$ cat config.mk
export PLATFORM = sky130hd
export DESIGN_NAME = oh_rrarb3
export DESIGN_NICKNAME = d
export VERILOG_FILES = /design/src/rtl/oh_rrarb3_pkg.sv /design/src/rtl/oh_rrarb3_mux.sv /design/src/rtl/oh_rrarb3.sv
export SDC_FILE = /design/constraint.sdc
export NUM_CORES = 1
export LEC_CHECK = 0
export ABC_AREA = 0
export BUFFER_PORTS_ARGS = -buffer_cell sky130_fd_sc_hd__buf_2
export CAP_MARGIN = 20
export CORE_MARGIN = 4
export CORE_UTILIZATION = 40
export CTS_CLUSTER_DIAMETER = 30
export DETAILED_ROUTE_END_ITERATION = 12
export PLACE_DENSITY = 0.9
export SLEW_MARGIN = 30
export SYNTH_ARGS = -nofsm -noshare
export SYNTH_HDL_FRONTEND = slang
export SYNTH_SLANG_ARGS = --single-unit
export TNS_END_PERCENT = 100
$ cat constraint.sdc
create_clock -name clk -period 1.75 [get_ports clk]
set_input_delay 0.0875 -clock clk [delete_from_list [all_inputs] [get_ports clk]]
set_output_delay 0.0875 -clock clk [all_outputs]
set_load 0.01 [all_outputs]
$ cat src/rtl/oh_rrarb3_pkg.sv
// Shared definitions for the three-requester round-robin arbiter:
// requester count, pointer encodings and the rotating priority picker.
package oh_rrarb3_pkg;

  localparam int NREQ = 3;

  // Priority pointer encodings: the requester named here is scanned first.
  localparam logic [1:0] PTR_0 = 2'd0;
  localparam logic [1:0] PTR_1 = 2'd1;
  localparam logic [1:0] PTR_2 = 2'd2;

  // One-hot of the first valid requester scanning p, p+1, p+2 (mod 3).
  function automatic logic [2:0] rr_pick(input logic [2:0] v, input logic [1:0] p);
    logic [2:0] g;
    g = 3'b000;
    case (p)
      PTR_0:   g = v[0] ? 3'b001 : v[1] ? 3'b010 : v[2] ? 3'b100 : 3'b000;
      PTR_1:   g = v[1] ? 3'b010 : v[2] ? 3'b100 : v[0] ? 3'b001 : 3'b000;
      default: g = v[2] ? 3'b100 : v[0] ? 3'b001 : v[1] ? 3'b010 : 3'b000;
    endcase
    return g;
  endfunction

  // Index of a one-hot requester vector (zero maps to requester 0).
  function automatic logic [1:0] onehot_idx(input logic [2:0] g);
    return g[2] ? PTR_2 : g[1] ? PTR_1 : PTR_0;
  endfunction

  // Next pointer position, wrapping 2 -> 0.
  function automatic logic [1:0] ptr_inc(input logic [1:0] p);
    return (p == PTR_2) ? PTR_0 : p + 2'd1;
  endfunction

endpackage

$ cat src/rtl/oh_rrarb3_mux.sv
// One-hot 3-way AND-OR mux: z = (s0&d0)|(s1&d1)|(s2&d2), one term per bit.
module oh_rrarb3_mux #(
  parameter int DW = 32
) (
  input  logic [2:0]      sel,
  input  logic [3*DW-1:0] data,
  output logic [DW-1:0]   z
);

  assign z = ({DW{sel[0]}} & data[0*DW +: DW])
           | ({DW{sel[1]}} & data[1*DW +: DW])
           | ({DW{sel[2]}} & data[2*DW +: DW]);

endmodule

$ cat src/rtl/oh_rrarb3.sv
// Three-requester round-robin arbiter feeding a single-entry output register.
// Optional burst mode (macro OH_RRARB3_BURST_EN) lets a winner keep top
// priority for up to BURST consecutive beats.
//
// Handshake: a beat moves across an interface on a rising edge where both
// valid and ready are high. req_ready is one-hot (or zero), depends only on
// req_valid, the pointer, out_valid and out_ready (never on req_data), and
// requesters hold data stable while valid and not ready. The output register
// may be drained and reloaded in the same cycle.
module oh_rrarb3
  import oh_rrarb3_pkg::*;
#(
  parameter int DW    = 32,
  parameter int BURST = 4
) (
  input  logic            clk,
  input  logic            nreset,
  input  logic [2:0]      req_valid,
  input  logic [3*DW-1:0] req_data,
  output logic [2:0]      req_ready,
  output logic            out_valid,
  output logic [DW-1:0]   out_data,
  input  logic            out_ready,
  output logic [2:0]      grant
);

  logic [1:0]    ptr;
  logic [1:0]    ptr_nxt;
  logic [2:0]    winner;
  logic [1:0]    win_idx;
  logic          load;
  logic [DW-1:0] mux_data;

  // The reset term keeps req_ready low while the block is held in reset, so
  // no requester believes it transferred into a register that is cleared.
  assign load      = nreset & (~out_valid | out_ready) & (|req_valid);
  assign winner    = rr_pick(req_valid, ptr);
  assign win_idx   = onehot_idx(winner);
  assign req_ready = load ? winner : 3'b000;

  oh_rrarb3_mux #(.DW(DW)) u_mux (
    .sel  (winner),
    .data (req_data),
    .z    (mux_data)
  );

  // Output register: load on a winning beat, empty on a drain with no request.
  always_ff @(posedge clk or negedge nreset) begin
    if (!nreset) begin
      out_valid <= 1'b0;
      out_data  <= '0;
      grant     <= 3'b000;
    end else if (load) begin
      out_valid <= 1'b1;
      out_data  <= mux_data;
      grant     <= winner;
    end else if (out_ready) begin
      out_valid <= 1'b0;
      grant     <= 3'b000;
    end
  end

`ifdef OH_RRARB3_BURST_EN
  localparam int CW = (BURST > 1) ? $clog2(BURST) : 1;

  logic [CW-1:0] cnt;
  logic [CW-1:0] cnt_nxt;
  logic [CW-1:0] cnt_now;
  logic          hold;
  logic          owner_valid;

  // Pointer/count next state: a nonzero count means the pointer is being held
  // on its current requester; that hold ends on the last allowed beat, when
  // the owner loses to someone else, or when the owner drops valid while idle.
  always_comb begin
    ptr_nxt     = ptr;
    cnt_nxt     = cnt;
    cnt_now     = (win_idx == ptr) ? cnt : '0;
    hold        = (int'(cnt_now) < BURST - 1);
    owner_valid = |(req_valid & rr_pick(3'b111, ptr));
    if (load) begin
      if (hold) begin
        ptr_nxt = win_idx;
        cnt_nxt = cnt_now + CW'(1);
      end else begin
        ptr_nxt = ptr_inc(win_idx);
        cnt_nxt = '0;
      end
    end else if ((cnt != '0) && !owner_valid) begin
      ptr_nxt = ptr_inc(ptr);
      cnt_nxt = '0;
    end
  end

  // Pointer and burst count registers.
  always_ff @(posedge clk or negedge nreset) begin
    if (!nreset) begin
      ptr <= PTR_0;
      cnt <= '0;
    end else begin
      ptr <= ptr_nxt;
      cnt <= cnt_nxt;
    end
  end
`else
  // Plain round-robin: the requester after the winner becomes highest priority.
  always_comb begin
    ptr_nxt = ptr;
    if (load) ptr_nxt = ptr_inc(win_idx);
  end

  // Pointer register.
  always_ff @(posedge clk or negedge nreset) begin
    if (!nreset) ptr <= PTR_0;
    else         ptr <= ptr_nxt;
  end
`endif

endmodule

# Word level (Yosys, flattened, before mapping)
# Index checks and enable logic that the tools add are counted.
# W data, S select, Z words.
# totals
regBits	38
in_bits	102
out_inout_bits	39
word_cells	37
# classes
addsub	1
eq_ne	2
n_mux	18
n_bitwise	9
n_reduce_logical	3
# op_table
op	count
$and A32 B32 Y32	3
$or A32 B32 Y32	2
$mux W3	9
$mux W2	4
$pmux W3 S2	1
$mux W1	4
$reduce_or A3 Y1	1
$add A2 B1 Y2 const B	1
$and A1 B1 Y1	2
$eq A2 B1 Y1 const B	1
$eq A2 B2 Y1 const B	1
$logic_not A2 Y1	1
$reduce_bool A2 Y1	1
$not A1 Y1	1
$or A1 B1 Y1	1

# Longest topological paths before layout
# depth
depth_word	8
depth_mapped	6
mapped_depth_nobuf	4

# Modules after synthesis
# Synthesis repeated with hierarchy kept, for this count alone.
# hier_totals
cells_unflattened	177
hier_area_um2	2158.3
# by_module_without_submodules
module	instances	cells_each	area_per_inst_um2	seq_area_each_um2
oh_rrarb3	1	104	1654.1	950.9
oh_rrarb3_mux	1	73	504.2	0.0

# Least setup slack after synthesis
# Ideal clock, no wire load.
# synth_timing
path_type	flip-flop to flip-flop
startpoint	register ptr[1]
endpoint	register out_data[12]
setup_time_ns	0.130
arrival_ns	1.311
required_time_ns	1.620
setup_slack_ns	0.308
stages_incl_launch_ff	7
path_buffers	2
period_less_slack_ns	1.442
cell_sequence	dfrtp_1 nand2b_2 a22o_1 buf_6 buf_6 a222oi_1 a21oi_1
# synth_between
elab_chain_cells	5
word_cells_on_any_way	8
cone_classes	eq/ne (1); mux (1); bitwise (5); reduce/logical (1)
# synth_lines
element	line_no	rtl
start, declared	oh_rrarb3.sv:27	logic [1:0] ptr;
start signal, assigned	oh_rrarb3.sv:115	else ptr <= ptr_nxt;
$eq A2 B1 Y1 or $logic_not A2 Y1 (tied branches)	oh_rrarb3_pkg.sv:16	case (p)
$pmux W3 S2 (*)	oh_rrarb3_pkg.sv:16	
$and A32 B32 Y32 (on tied branches)	oh_rrarb3_mux.sv:10, oh_rrarb3_mux.sv:11	
$or A32 B32 Y32	oh_rrarb3_mux.sv:11	| ({DW{sel[1]}} & data[1*DW +: DW])
$or A32 B32 Y32 (*)	oh_rrarb3_mux.sv:12	| ({DW{sel[2]}} & data[2*DW +: DW]);
end signal, assigned	oh_rrarb3.sv:55	out_data <= mux_data;
end, declared	oh_rrarb3.sv:22	output logic [DW-1:0] out_data,
# Every way passes the cells marked *; elsewhere a longest branch is shown, timed or not.
# A chain may end at the register's enable or synchronous reset.

# Worst setup path in the final report
# layout_timing
startpoint	register ptr[1]
endpoint	output req_ready[0]
# layout_between
elab_chain_cells	3
word_cells_on_any_way	4
cone_classes	eq/ne (1); mux (2); reduce/logical (1)
# layout_lines
element	line_no	rtl
$eq A2 B1 Y1 or $logic_not A2 Y1 (tied branches)	oh_rrarb3_pkg.sv:16	
$pmux W3 S2 (*)	oh_rrarb3_pkg.sv:16	
$mux W3 (*)	oh_rrarb3.sv:39	assign req_ready = load ? winner : 3'b000;
end, declared	oh_rrarb3.sv:20	output logic [2:0] req_ready,
# Marks and branches as above.

==> results_dict.tcl <==
set metrics [dict create \
    combPwrFrac_pct 40.6 \
    grt_pass1_wl_mm 10.1 \
    htree_levels 2 \
    rsz0062_at_grt "no" \
    syn_inst 196 \
    worstHoldPathCells 2 \
    status "complete, no violations" \
    clkLatencyLatePin_ns 0.29 \
    intPower_uw 2010 \
    io_buffer_count 140 \
    coreArea_um2 4440 \
    seqPwrFrac_pct 39.5 \
    cpPeakStageDelay_ns 0.42 \
    arrival_ns 1.60 \
    gp_congestion 0.766 \
    wl_per_cell_um 16.0 \
    p_leak_uw 0.00142 \
    period_needed_ns 1.69 \
    timing.hold.ws_ns 0.0210 \
    ys_ff_latch 38 \
    synth_top_area_share_pct 50.6 \
    cts.sinks 38 \
    fillers 370 \
    drv_cap 0 \
    reg2reg_depth 5 \
    grt_max_degree 39 \
    layout.nets 444 \
    ys_warn_count 0 \
    die_area_um2 5860 \
    overflow 0 \
    required_ns 1.66 \
    endpoint_kind "output pin" \
    dpl_worst_slack_ns -0.0466 \
    antenna_left 0 \
    finClkSkew_ns 0.00801 \
    cts_tree "done" \
    multi_input_area_um2 886 \
    area_delta_synth_final_pct 51.7 \
    drive_gt1_share_pct 49.0 \
    setup_viol 0 \
    hpwl_mm 4.35 \
    holdPathEnd "out_valid$_DFFE_PN0P_" \
    ys_types 25 \
    slew_violations 0 \
    r2r_start "ptr[0]$_DFFE_PN0N_" \
    ios 141 \
    drc 0 \
    fin_cells 395 \
    path_clk_slew_ns 0.08 \
    crit_slowest_cell "dfrtp_1" \
    synthArstFlopShare_pct 100 \
    wl_mm 6.32 \
    crit_path_cell_trace "nand2b_4 > a22o_1 > buf_6 > and2_1 > buf_2" \
    r2r-end "out_data[23]$_DFFE_PN0N_" \
    vias 2129 \
    crit_buf_inv 2 \
    switching_power_uw 1100 \
    synth_largest_area_cell "dfrtp_1" \
    r2r_setup_slack_ns 0.13 \
    seqCellArea_um2 951 \
    syn_area_per_cell_um2 9.59 \
    ir_drop_uv 511 \
    start_util_pct 42.3 \
    fp-row-count 24 \
    grt_pass1_vias 2161 \
    final_common_cell "buf_2" \
    critPathMaxFanout 16 \
    antenna_found_initial 0 \
    synth_area_leaders "dfrtp_1 (51%), a22oi_1 (8.4%), a31oi_1 (7.0%)" \
    critPathKind "reg2out" \
    tns_ns 0 \
    synth_edf_count 0 \
    relSlewSlack_pct 48.8 \
    drtIter0Drc 117 \
    p_per_area_nw_per_um2 1090 \
    grt_use_total_pct 21.3 \
    fmax_ghz 0.593 \
    cts-root-buf "clkbuf_8" \
    fin_ws_ns 0.0623 \
    tightest_slew_ns 0.767 \
    clock_path_buffers 2 \
    switching_share_pct 35.5 \
    diodes 0 \
    viasPerCell 5.39 \
    fin_crit_sh_pct 96.4 \
    numCtsBuffers 5 \
    cp-start-kind "flip-flop" \
    finalHoldViolCount 0 \
    path_delay_family "flip-flops" \
    mostFrequentLayoutCells "buf_2 (140), dfrtp_1 (38), nor2_1 (35)" \
    synthFlopType "dfrtp_1" \
    die_h_um 76.5 \
    ys_seq_area_share_pct 50.6 \
    hold_path_class "in2reg" \
    drt_pass1_iterations 6 \
    die_w_um 76.5 \
    syn_area_um2 1880 \
    power_frac_clock_pct 20.0 \
    dp.cells 377 \
    syn_nets 298 \
    min_from "out_ready" \
]
worst register-to-register path, stage by stage (launching register included):
cell and delay (ns):
dfrtp_1 0.41, and2b_4 0.32, o2bb2ai_4 0.08, buf_4 0.20
a222oi_1 0.35, a21oi_1 0.11
metal layers:
metal	vias to the layer above	routed length, um	GRT usage [%]	share of wire, %
li1	1024	-	-	-
met1	990	2560	24.6	40
met2	109	3200	38.5	51
met3	6	508	6.50	8.0
met4	0	55	5.07	0.87
met5	-	0	0	0
timing repair:
item | 4_1_cts | 5_1_grt
setup buffers | 6 | 1
cloned | 2 | 0
endpoints found under the hold margin | 38 | 0
pin swaps | 2 | 1
setup endpoints to repair | 35 | 7
hold buffers | 1 | 0
resized for setup | 3 | 3
through the flow:
step / total power (uW) / cell area, um^2 / utilization, %
floorplan: 1910 / 1880 / -
global placement: 2380 / 2640 / 59.4
detailed placement: 2420 / 2640 / 59.4
CTS: 3120 / 2840 / 63.8
global route: 3310 / 2850 / 64.1
finish: 3110 / 2850 / 64.1
worst max-delay path by stage:
stage	startpoint	to	slack [ns]	cells after the start
2_1_floorplan	ptr[1]$_DFFE_PN0N_	out_data[12]$_DFFE_PN0N_	0.31	6
3_3_place_gp	ptr[0]$_DFFE_PN0N_	out_data[12]$_DFFE_PN0N_	0.05	4
3_5_place_dp	ptr[0]$_DFFE_PN0N_	out_data[18]$_DFFE_PN0N_	-0.05	4
4_1_cts	ptr[0]$_DFFE_PN0N_	req_ready[2]	0.008	5
5_1_grt	ptr[1]$_DFFE_PN0N_	req_ready[0]	0.0004	5
6_report	ptr[1]$_DFFE_PN0N_	req_ready[0]	0.06	5
final cells by class:
class                   count  area share, %
clock inverters             1          0.176
well taps                  52           2.28
inverters                   2          0.263
flip-flops and latches     38           33.4
clock buffers               7           3.03
repair buffers            154           29.8
multi-input cells         141           31.1
cells in the mapped netlist (2+ instances only):
cell	count
a21o_1	3
a21oi_1	11
a222oi_1	11
a22oi_1	21
a31oi_1	21
and2_1	3
buf_2	12
buf_6	2
clkbuf_1	3
dfrtp_1	38
inv_1	2
nand2_1	22
nor2_1	35
state kept, by name, summed over array words and instances, names as in the netlist:
name,cells
out_valid,1
out_data,32
ptr,2
grant,3
power groups by stage:
| stage | clock network (uW) | logic, uW | registers (uW) |
|---|---|---|---|
| 6_report | 621 | 1260 | 1230 |
| 5_1_grt | 671 | 1380 | 1260 |
| 4_1_cts | 637 | 1250 | 1230 |
| 3_5_place_dp | 0 | 1180 | 1240 |
| 3_3_place_gp | 0 | 1150 | 1240 |
| 2_1_floorplan | 0 | 582 | 1330 |
logic make-up (layout without fill, tap and decap cells):
| family | Yosys count | in the layout | share of synthesized area, % |
|---|---|---|---|
| AO/OA/AOI/OAI | 73 | 75 | 28.9 |
| AND/OR/NAND/NOR | 64 | 64 | 13.9 |
| flip-flops | 38 | 38 | 50.6 |
| buffers and inverters | 19 | 164 | 5.39 |
| multiplexers | 2 | 2 | 1.20 |
No activity file was read; power rests on OpenSTA's default activity.
